### config.mk
export PLATFORM = sky130hd
export DESIGN_NAME = fetch_stage
export DESIGN_NICKNAME = d
export VERILOG_FILES = /design/src/rtl/core_pkg.sv /design/src/rtl/if_id_reg.sv /design/src/rtl/fetch_stage.sv
export SDC_FILE = /design/constraint.sdc
export NUM_CORES = 1
export LEC_CHECK = 0
export CAP_MARGIN = 10
export CORE_MARGIN = 1.5
export CORE_UTILIZATION = 56
export CTS_CLUSTER_DIAMETER = 80
export DETAILED_ROUTE_END_ITERATION = 8
export DONT_BUFFER_PORTS = 1
export HOLD_SLACK_MARGIN = 0.02
export PLACE_DENSITY = 0.78
export RECOVER_POWER = 100
export SLEW_MARGIN = 20
export SYNTH_ARGS = -nofsm -noshare
export SYNTH_HDL_FRONTEND = slang
export SYNTH_SLANG_ARGS = --single-unit
### constraint.sdc
create_clock -name clk -period 2.64 [get_ports clk]
set_input_delay 0.396 -clock clk [delete_from_list [all_inputs] [get_ports clk]]
set_output_delay 0.396 -clock clk [all_outputs]
set_load 0.03 [all_outputs]
### src/rtl/core_pkg.sv
// Shared types and constants for the RV32I core pipeline.
// Holds the fetch FSM encoding, the bubble instruction and the IF/ID bundle.
package core_pkg;

    localparam int XLEN = 32;

    // addi x0, x0, 0
    localparam logic [XLEN-1:0] NOP_INSTR = 32'h0000_0013;

    typedef enum logic [1:0] {
        REQ,
        WAIT,
        HOLD,
        DROP
    } fetch_state_e;

    typedef struct packed {
        logic            valid;
        logic [XLEN-1:0] pc;
        logic [XLEN-1:0] instr;
    } if_id_t;

endpackage

### src/rtl/if_id_reg.sv
// IF/ID pipeline register: load, hold (default) and flush to a bubble.
// Ports: clk, rst_n, flush, load, d (next bundle), q (registered bundle).
module if_id_reg
    import core_pkg::*;
#(
    parameter logic [XLEN-1:0] NOP_INSTR = 32'h0000_0013
) (
    input  logic   clk,
    input  logic   rst_n,
    input  logic   flush,
    input  logic   load,
    input  if_id_t d,
    output if_id_t q
);

    // Flush outranks load; holding is the default.
    always_ff @(posedge clk or negedge rst_n) begin
        if (!rst_n) begin
            q <= '{1'b0, '0, NOP_INSTR};
        end else if (flush) begin
            q.valid <= 1'b0;
            q.instr <= NOP_INSTR;
        end else if (load) begin
            q <= d;
        end
    end

endmodule

### src/rtl/fetch_stage.sv
// IF stage: PC, one-outstanding imem req/gnt/rvalid FSM, stall hold buffer.
// Ports: clk/rst_n, stall, redirect_*, imem_* bus, registered if_id_* outputs.
module fetch_stage
    import core_pkg::*;
#(
    parameter logic [31:0] RESET_PC  = 32'h0000_0000,
    parameter logic [31:0] NOP_INSTR = 32'h0000_0013
) (
    input  logic        clk,
    input  logic        rst_n,
    input  logic        stall,
    input  logic        redirect_valid,
    input  logic [31:0] redirect_pc,
    output logic        imem_req,
    output logic [31:0] imem_addr,
    input  logic        imem_gnt,
    input  logic        imem_rvalid,
    input  logic [31:0] imem_rdata,
    output logic        if_id_valid,
    output logic [31:0] if_id_pc,
    output logic [31:0] if_id_instr,
    output logic [4:0]  if_id_rs1_idx,
    output logic [4:0]  if_id_rs2_idx
);

    fetch_state_e state_q, state_d;

    logic [31:0] pc_q, pc_d;
    logic [31:0] hold_pc_q, hold_instr_q;
    logic        hold_we;

    logic        ifid_load;
    if_id_t      ifid_d, ifid_q;

    logic [31:0] redir_pc;
    logic [31:0] pc_inc;

    assign redir_pc = redirect_pc & 32'hFFFF_FFFC;
    assign pc_inc   = pc_q + 32'd4;

    // State, PC and hold buffer registers.
    always_ff @(posedge clk or negedge rst_n) begin
        if (!rst_n) begin
            state_q      <= REQ;
            pc_q         <= RESET_PC;
            hold_pc_q    <= '0;
            hold_instr_q <= NOP_INSTR;
        end else begin
            state_q <= state_d;
            pc_q    <= pc_d;
            if (hold_we) begin
                hold_pc_q    <= pc_q;
                hold_instr_q <= imem_rdata;
            end
        end
    end

    // Next state, next PC and IF/ID load control.
    // Redirect beats stall beats load in every state.
    always_comb begin
        state_d   = state_q;
        pc_d      = pc_q;
        hold_we   = 1'b0;
        ifid_load = 1'b0;
        ifid_d    = '{1'b1, pc_q, imem_rdata};
        unique case (state_q)
            REQ: begin
                if (redirect_valid) begin
                    pc_d = redir_pc;
                    if (imem_gnt) state_d = DROP;
                end else if (imem_gnt) begin
                    state_d = WAIT;
                end
            end
            WAIT: begin
                if (redirect_valid) begin
                    pc_d    = redir_pc;
                    state_d = imem_rvalid ? REQ : DROP;
                end else if (imem_rvalid) begin
                    if (stall) begin
                        hold_we = 1'b1;
                        state_d = HOLD;
                    end else begin
                        ifid_load = 1'b1;
                        pc_d      = pc_inc;
                        state_d   = REQ;
                    end
                end
            end
            HOLD: begin
                if (redirect_valid) begin
                    pc_d    = redir_pc;
                    state_d = REQ;
                end else if (!stall) begin
                    ifid_load = 1'b1;
                    ifid_d    = '{1'b1, hold_pc_q, hold_instr_q};
                    pc_d      = pc_inc;
                    state_d   = REQ;
                end
            end
            DROP: begin
                if (redirect_valid) pc_d = redir_pc;
                // The response to the abandoned request still has to drain.
                if (imem_rvalid) state_d = REQ;
            end
            default: state_d = REQ;
        endcase
    end

    // Bus outputs; no request is presented while reset is held.
    always_comb begin
        imem_req  = rst_n && (state_q == REQ);
        imem_addr = pc_q;
    end

    if_id_reg #(
        .NOP_INSTR (NOP_INSTR)
    ) u_if_id (
        .clk   (clk),
        .rst_n (rst_n),
        .flush (redirect_valid),
        .load  (ifid_load),
        .d     (ifid_d),
        .q     (ifid_q)
    );

    assign if_id_valid   = ifid_q.valid;
    assign if_id_pc      = ifid_q.pc;
    assign if_id_instr   = ifid_q.instr;
    assign if_id_rs1_idx = ifid_q.instr[19:15];
    assign if_id_rs2_idx = ifid_q.instr[24:20];

endmodule

# Word level (Yosys, flattened, before mapping)
# Cells that the tools add are included.
dict set report totals {
  register_bits 163
  out_inout_bits 108
  wordCells 55
}
dict set report classes {
  addsub 1
  eq_ne 8
  muxes 31
  bitwise_logic 1
  n_reduce_logical 7
}
# op n
set op_table {}
lappend op_table {{$mux W32} 6}
lappend op_table {{$mux W64} 2}
lappend op_table {{$pmux W32 S3} 1}
lappend op_table {{$mux W65} 1}
lappend op_table {{$add A32 B3 Y32 const B} 1}
lappend op_table {{$mux W2} 10}
lappend op_table {{$mux W1} 9}
lappend op_table {{$pmux W2 S4} 1}
lappend op_table {{$ne A3 B3 Y1 const B} 2}
lappend op_table {{$eq A2 B2 Y1 const B} 2}
lappend op_table {{$ne A2 B2 Y1 const B} 2}
lappend op_table {{$reduce_and A2 Y1} 2}
lappend op_table {{$reduce_and A4 Y1} 1}
lappend op_table {{$eq A2 B1 Y1 const B} 1}
lappend op_table {{$logic_not A2 Y1} 1}
lappend op_table {{$ne A2 B1 Y1 const B} 1}
lappend op_table {{$pmux W1 S2} 1}
lappend op_table {{$reduce_bool A2 Y1} 1}
lappend op_table {{$reduce_or A2 Y1} 1}
lappend op_table {{$logic_and A1 B1 Y1} 1}
lappend op_table {{$not A1 Y1} 1}

# Depth between registers and ports, before layout
dict set report depth {
  word_depth 6
  ltp_mapped 9
}

# By module
# From an unflattened synthesis, not the netlist that was laid out.
dict set report unflattened {
  cells_unflattened 655
  hier_area_um2 7891.3
}
# mod n_inst cells_per_inst area_per_inst_um2
set by_module_without_submodules {}
lappend by_module_without_submodules {fetch_stage 1 479 5228.8}
lappend by_module_without_submodules {if_id_reg 1 176 2662.6}

# Least setup slack after synthesis
# OpenSTA, ideal clock, no wires.
dict set report synth_path {
  kind {register -> register}
  start {reg pc_q[10], in the netlist imem_addr[10]}
  end {reg pc_q[31], in the netlist imem_addr[31]}
  arrival_time_ns 2.030
  path_slack_ns 0.489
  stages_incl_launch_ff 7
  path_buffers 1
  period_less_slack_ns 2.151
  cell_sequence {dfrtp_1 buf_2 nand4_4 or4_4 nor4_4 a41oi_1 o22a_1}
}
dict set report synth_between {
  elab_chain_len 5
  word_cells_on_any_way 6
  classes_between {1 x add/sub; 5 x mux}
}
# element line_no
set synth_rtl {}
lappend synth_rtl {{start, declared} fetch_stage.sv:28} ;# logic [31:0] pc_q, pc_d;
lappend synth_rtl {{start signal, assigned} fetch_stage.sv:50} ;# pc_q <= pc_d;
lappend synth_rtl {{$add A32 B3 Y32 *} fetch_stage.sv:39} ;# assign pc_inc = pc_q + 32'd4;
lappend synth_rtl {{$mux W32 *} {fetch_stage.sv:80, fetch_stage.sv:94}}
lappend synth_rtl {{$mux W32} fetch_stage.sv:79} ;# end else if (imem_rvalid) begin
lappend synth_rtl {{$mux W32} fetch_stage.sv:76} ;# if (redirect_valid) begin
lappend synth_rtl {{$pmux W32 S3 *} fetch_stage.sv:66} ;# unique case (state_q)
# Mark *: on every way between the ends. The rest lies on a longest branch, timed or not. The select of a mux whose other input is x is not followed.
# A chain may end at the register's enable or synchronous reset.

# Worst setup path in the final report
dict set report layout_path {
  start {reg pc_q[4], in the netlist imem_addr[4]}
  end {reg pc_q[31], in the netlist imem_addr[31]}
}
# The elaborated chain is that of the path after synthesis.

==> results_dict.tcl <==
set metrics [dict create \
    synth_compound_area_frac 0.131 \
    clockBufferDepth 2 \
    postLayoutSetupSlackWorst_ns 0.281 \
    path_clk_slew_ns 0.06 \
    ys_ff_latch 157 \
    power.density_nw_per_um2 1240 \
    syn_inst 678 \
    maxCapViolCount 0 \
    start_util 0.570 \
    cts_tree "done" \
    end_kind "register" \
    cts.sinks 157 \
    fin_crit_sh 0.893 \
    ant_nets 0 \
    cts_setup_buffers 0 \
    antenna_found_initial 0 \
    rsz0062_at_grt "no" \
    seqPwrFrac 0.474 \
    syn_area_per_cell_um2 11.0 \
    skew_ns 0.00780 \
    placed_cell_area_um2 7720 \
    routed_wl_mm 17.5 \
    viasPerCell 6.25 \
    cts_root_buf "clkbuf_16" \
    grtUsageMet3 0.0903 \
    setup_viol 0 \
    clk_latency_ns 0.43 \
    yosysSeqAreaShare 0.526 \
    grt_pass1_wl_mm 28.6 \
    grt_pass1_vias 5652 \
    gp_congestion 0.891 \
    finalHoldViolCount 157 \
    postLayoutCellArea_um2 8250 \
    yosysUniqueCellTypes 52 \
    drt_first_iter_violations 337 \
    use_met1 0.301 \
    gr-total-overflow 0 \
    synth.most_common_cell "dfrtp_1" \
    diodes 0 \
    start_kind "register" \
    wl_per_cell_um 20.4 \
    via_count 5371 \
    die_y_um 119 \
    dieArea_um2 14100 \
    ys_warn_count 0 \
    track_usage 0.259 \
    area_growth_syn_to_layout_pct 10.2 \
    row_count 42 \
    hp-class "in -> async" \
    synth_fa_ha_area_frac 0.0100 \
    drive_gt1_frac 0.222 \
    worstMarginPinSlew_ns 0.806 \
    synthXorXnorAreaFrac 0.00234 \
    use_met2 0.424 \
    yosys_most_used_dff "dfrtp_1" \
    synth-simple-area-share 0.109 \
    cp.required_ns 2.95 \
    ir_drop_mv 0.549 \
    cts_resized 0 \
    sw_frac_of_total 0.399 \
    yosys.area.top_type_share 0.505 \
    grt_max_degree 159 \
    critPathMaxFanout 7 \
    min_period_ns 2.36 \
    clkPwrFrac 0.250 \
    synthTopCellsByArea "dfrtp_1 50%, mux2_2 9.5%, mux2i_1 8.4%" \
    fmax_ghz 0.424 \
    htreeDepth 4 \
    synth_top_area_cell "dfrtp_1" \
    slew_headroom 0.458 \
    die_w_um 119 \
    slew_viol_final 0 \
    power_w 0.0102 \
    failed_checks "negative hold slack" \
    arrival_ns 2.67 \
    p_comb_frac 0.276 \
    p_int_w 0.00613 \
    synth_common_cells "151 x dfrtp_1, 63 x mux2_2, 63 x mux2i_1" \
    synth_area_um2 7490 \
    io_pins 178 \
    place_ws_ns 0.441 \
    io_buffer_count 0 \
    synthMuxAreaShare 0.179 \
    critPathKind "reg -> reg" \
    status "finished, violations left" \
    p_leak_nw 3.90 \
    synth_top_family_by_area "multiplexers" \
    fin_nets 747 \
    tns_ns 0 \
    drc 0 \
    whs_ns -0.333 \
    hpwl_mm 11.8 \
    p_sw_w 0.00407 \
    async_reset_ff_frac 1.00 \
    dr.pass1.iters 5 \
    busiest_layer "met2" \
    cts-buffers-inserted 17 \
    synth_edf_count 0 \
    core_um2 13100 \
]
-- layout make-up --
type / instances / area, um^2
Clock inverter: 12 / 160
Fill cell: 1047 / 4890
Clock buffer: 20 / 467
Tap cell: 176 / 220
Timing Repair Buffer: 32 / 189
Sequential cell: 157 / 3940
Multi-Input combinational cell: 456 / 3250
Inverter: 7 / 26.3
-- state kept, by name, indices dropped and copies added (netlist names) --
register,count
u_if_id.q,63
imem_addr,30
state_q,2
hold_instr_q,32
hold_pc_q,30
-- placed cells by master (no fill, tap or decap), drive strengths merged, types with 3 or more instances in the layout --
master   Yosys  routed
nand4       10      10
nand2       60      60
o22a         4       4
inv          6       7
mux2        63      63
dfrtp      151     151
buf         28       9
a22oi        3       3
nor4         5       5
nor3        12      12
a311oi       5       5
a41oi        3       3
o21ai       47      47
ha           6       6
clkinv       1       8
or3          4       4
a21oi       26      26
clkbuf      33      43
and3         4       4
mux2i       63      63
nand3       16      16
dfstp        6       6
a31oi        3       3
conb         1       4
a31o        29      29
o22ai        8       8
bufinv       0       3
nor2        52      52
a2bb2oi      4       4
-- layer usage --
metal,up-vias,share of wire
met1,2655,0.38
met2,247,0.50
met3,39,0.086
met5,-,0
met4,0,0.027
li1,2430,-
-- power groups by stage --
stage               clock network [W]  registers (W)  logic, W
global placement                    0        0.00479   0.00276
global route                  0.00270        0.00494   0.00308
CTS                           0.00260        0.00484   0.00293
floorplan                           0        0.00485   0.00206
finish                        0.00255        0.00483   0.00281
detailed placement                  0        0.00487   0.00291
-- kinds of logic after synthesis --
family,Yosys count
multiplexers,126
buffers and inverters,68
AND/OR/NAND/NOR,171
flip-flops,157
AO/OA/AOI/OAI,147
adder cells (fa/ha/maj),6
XOR/XNOR,2
other,1
-- through the flow --
step | hold slack, ns | std cells | utilization
6_report | -0.333 | 860 | 0.628
5_1_grt | -0.356 | 860 | 0.628
3_5_place_dp | 0.106 | 828 | 0.588
3_3_place_gp | 0.106 | 828 | 0.588
2_1_floorplan | 0.100 | 681 | -
4_1_cts | -0.357 | 860 | 0.635
-- worst max-delay path: stages, from the launching register on --
cell	delay (ns)
dfrtp_1	0.35
clkbuf_1	0.48
nand3_1	0.24
or4_4	0.53
nor4_4	0.30
a41oi_1	0.15
o22a_1	0.21
-- final timing paths --
check	end	from	depth (start not counted)	slack (ns)
min reg2reg	hold_pc_q[18]$_DFFE_PN0P_	hold_pc_q[18]$_DFFE_PN0P_	2	0.48
max in group asynchronous	hold_instr_q[4]$_DFFE_PN1P_	rst_n	0	2.74
min in group clk	imem_addr[2]$_DFFE_PN0P_	redirect_valid	1	0.09
min	hold_instr_q[6]$_DFFE_PN0P_	rst_n	0	-0.33
max	imem_addr[31]$_DFFE_PN0P_	imem_addr[4]$_DFFE_PN0P_	6	0.28
max reg2reg	imem_addr[31]$_DFFE_PN0P_	imem_addr[4]$_DFFE_PN0P_	6	0.28
No activity file was read; power rests on OpenSTA's default activity.
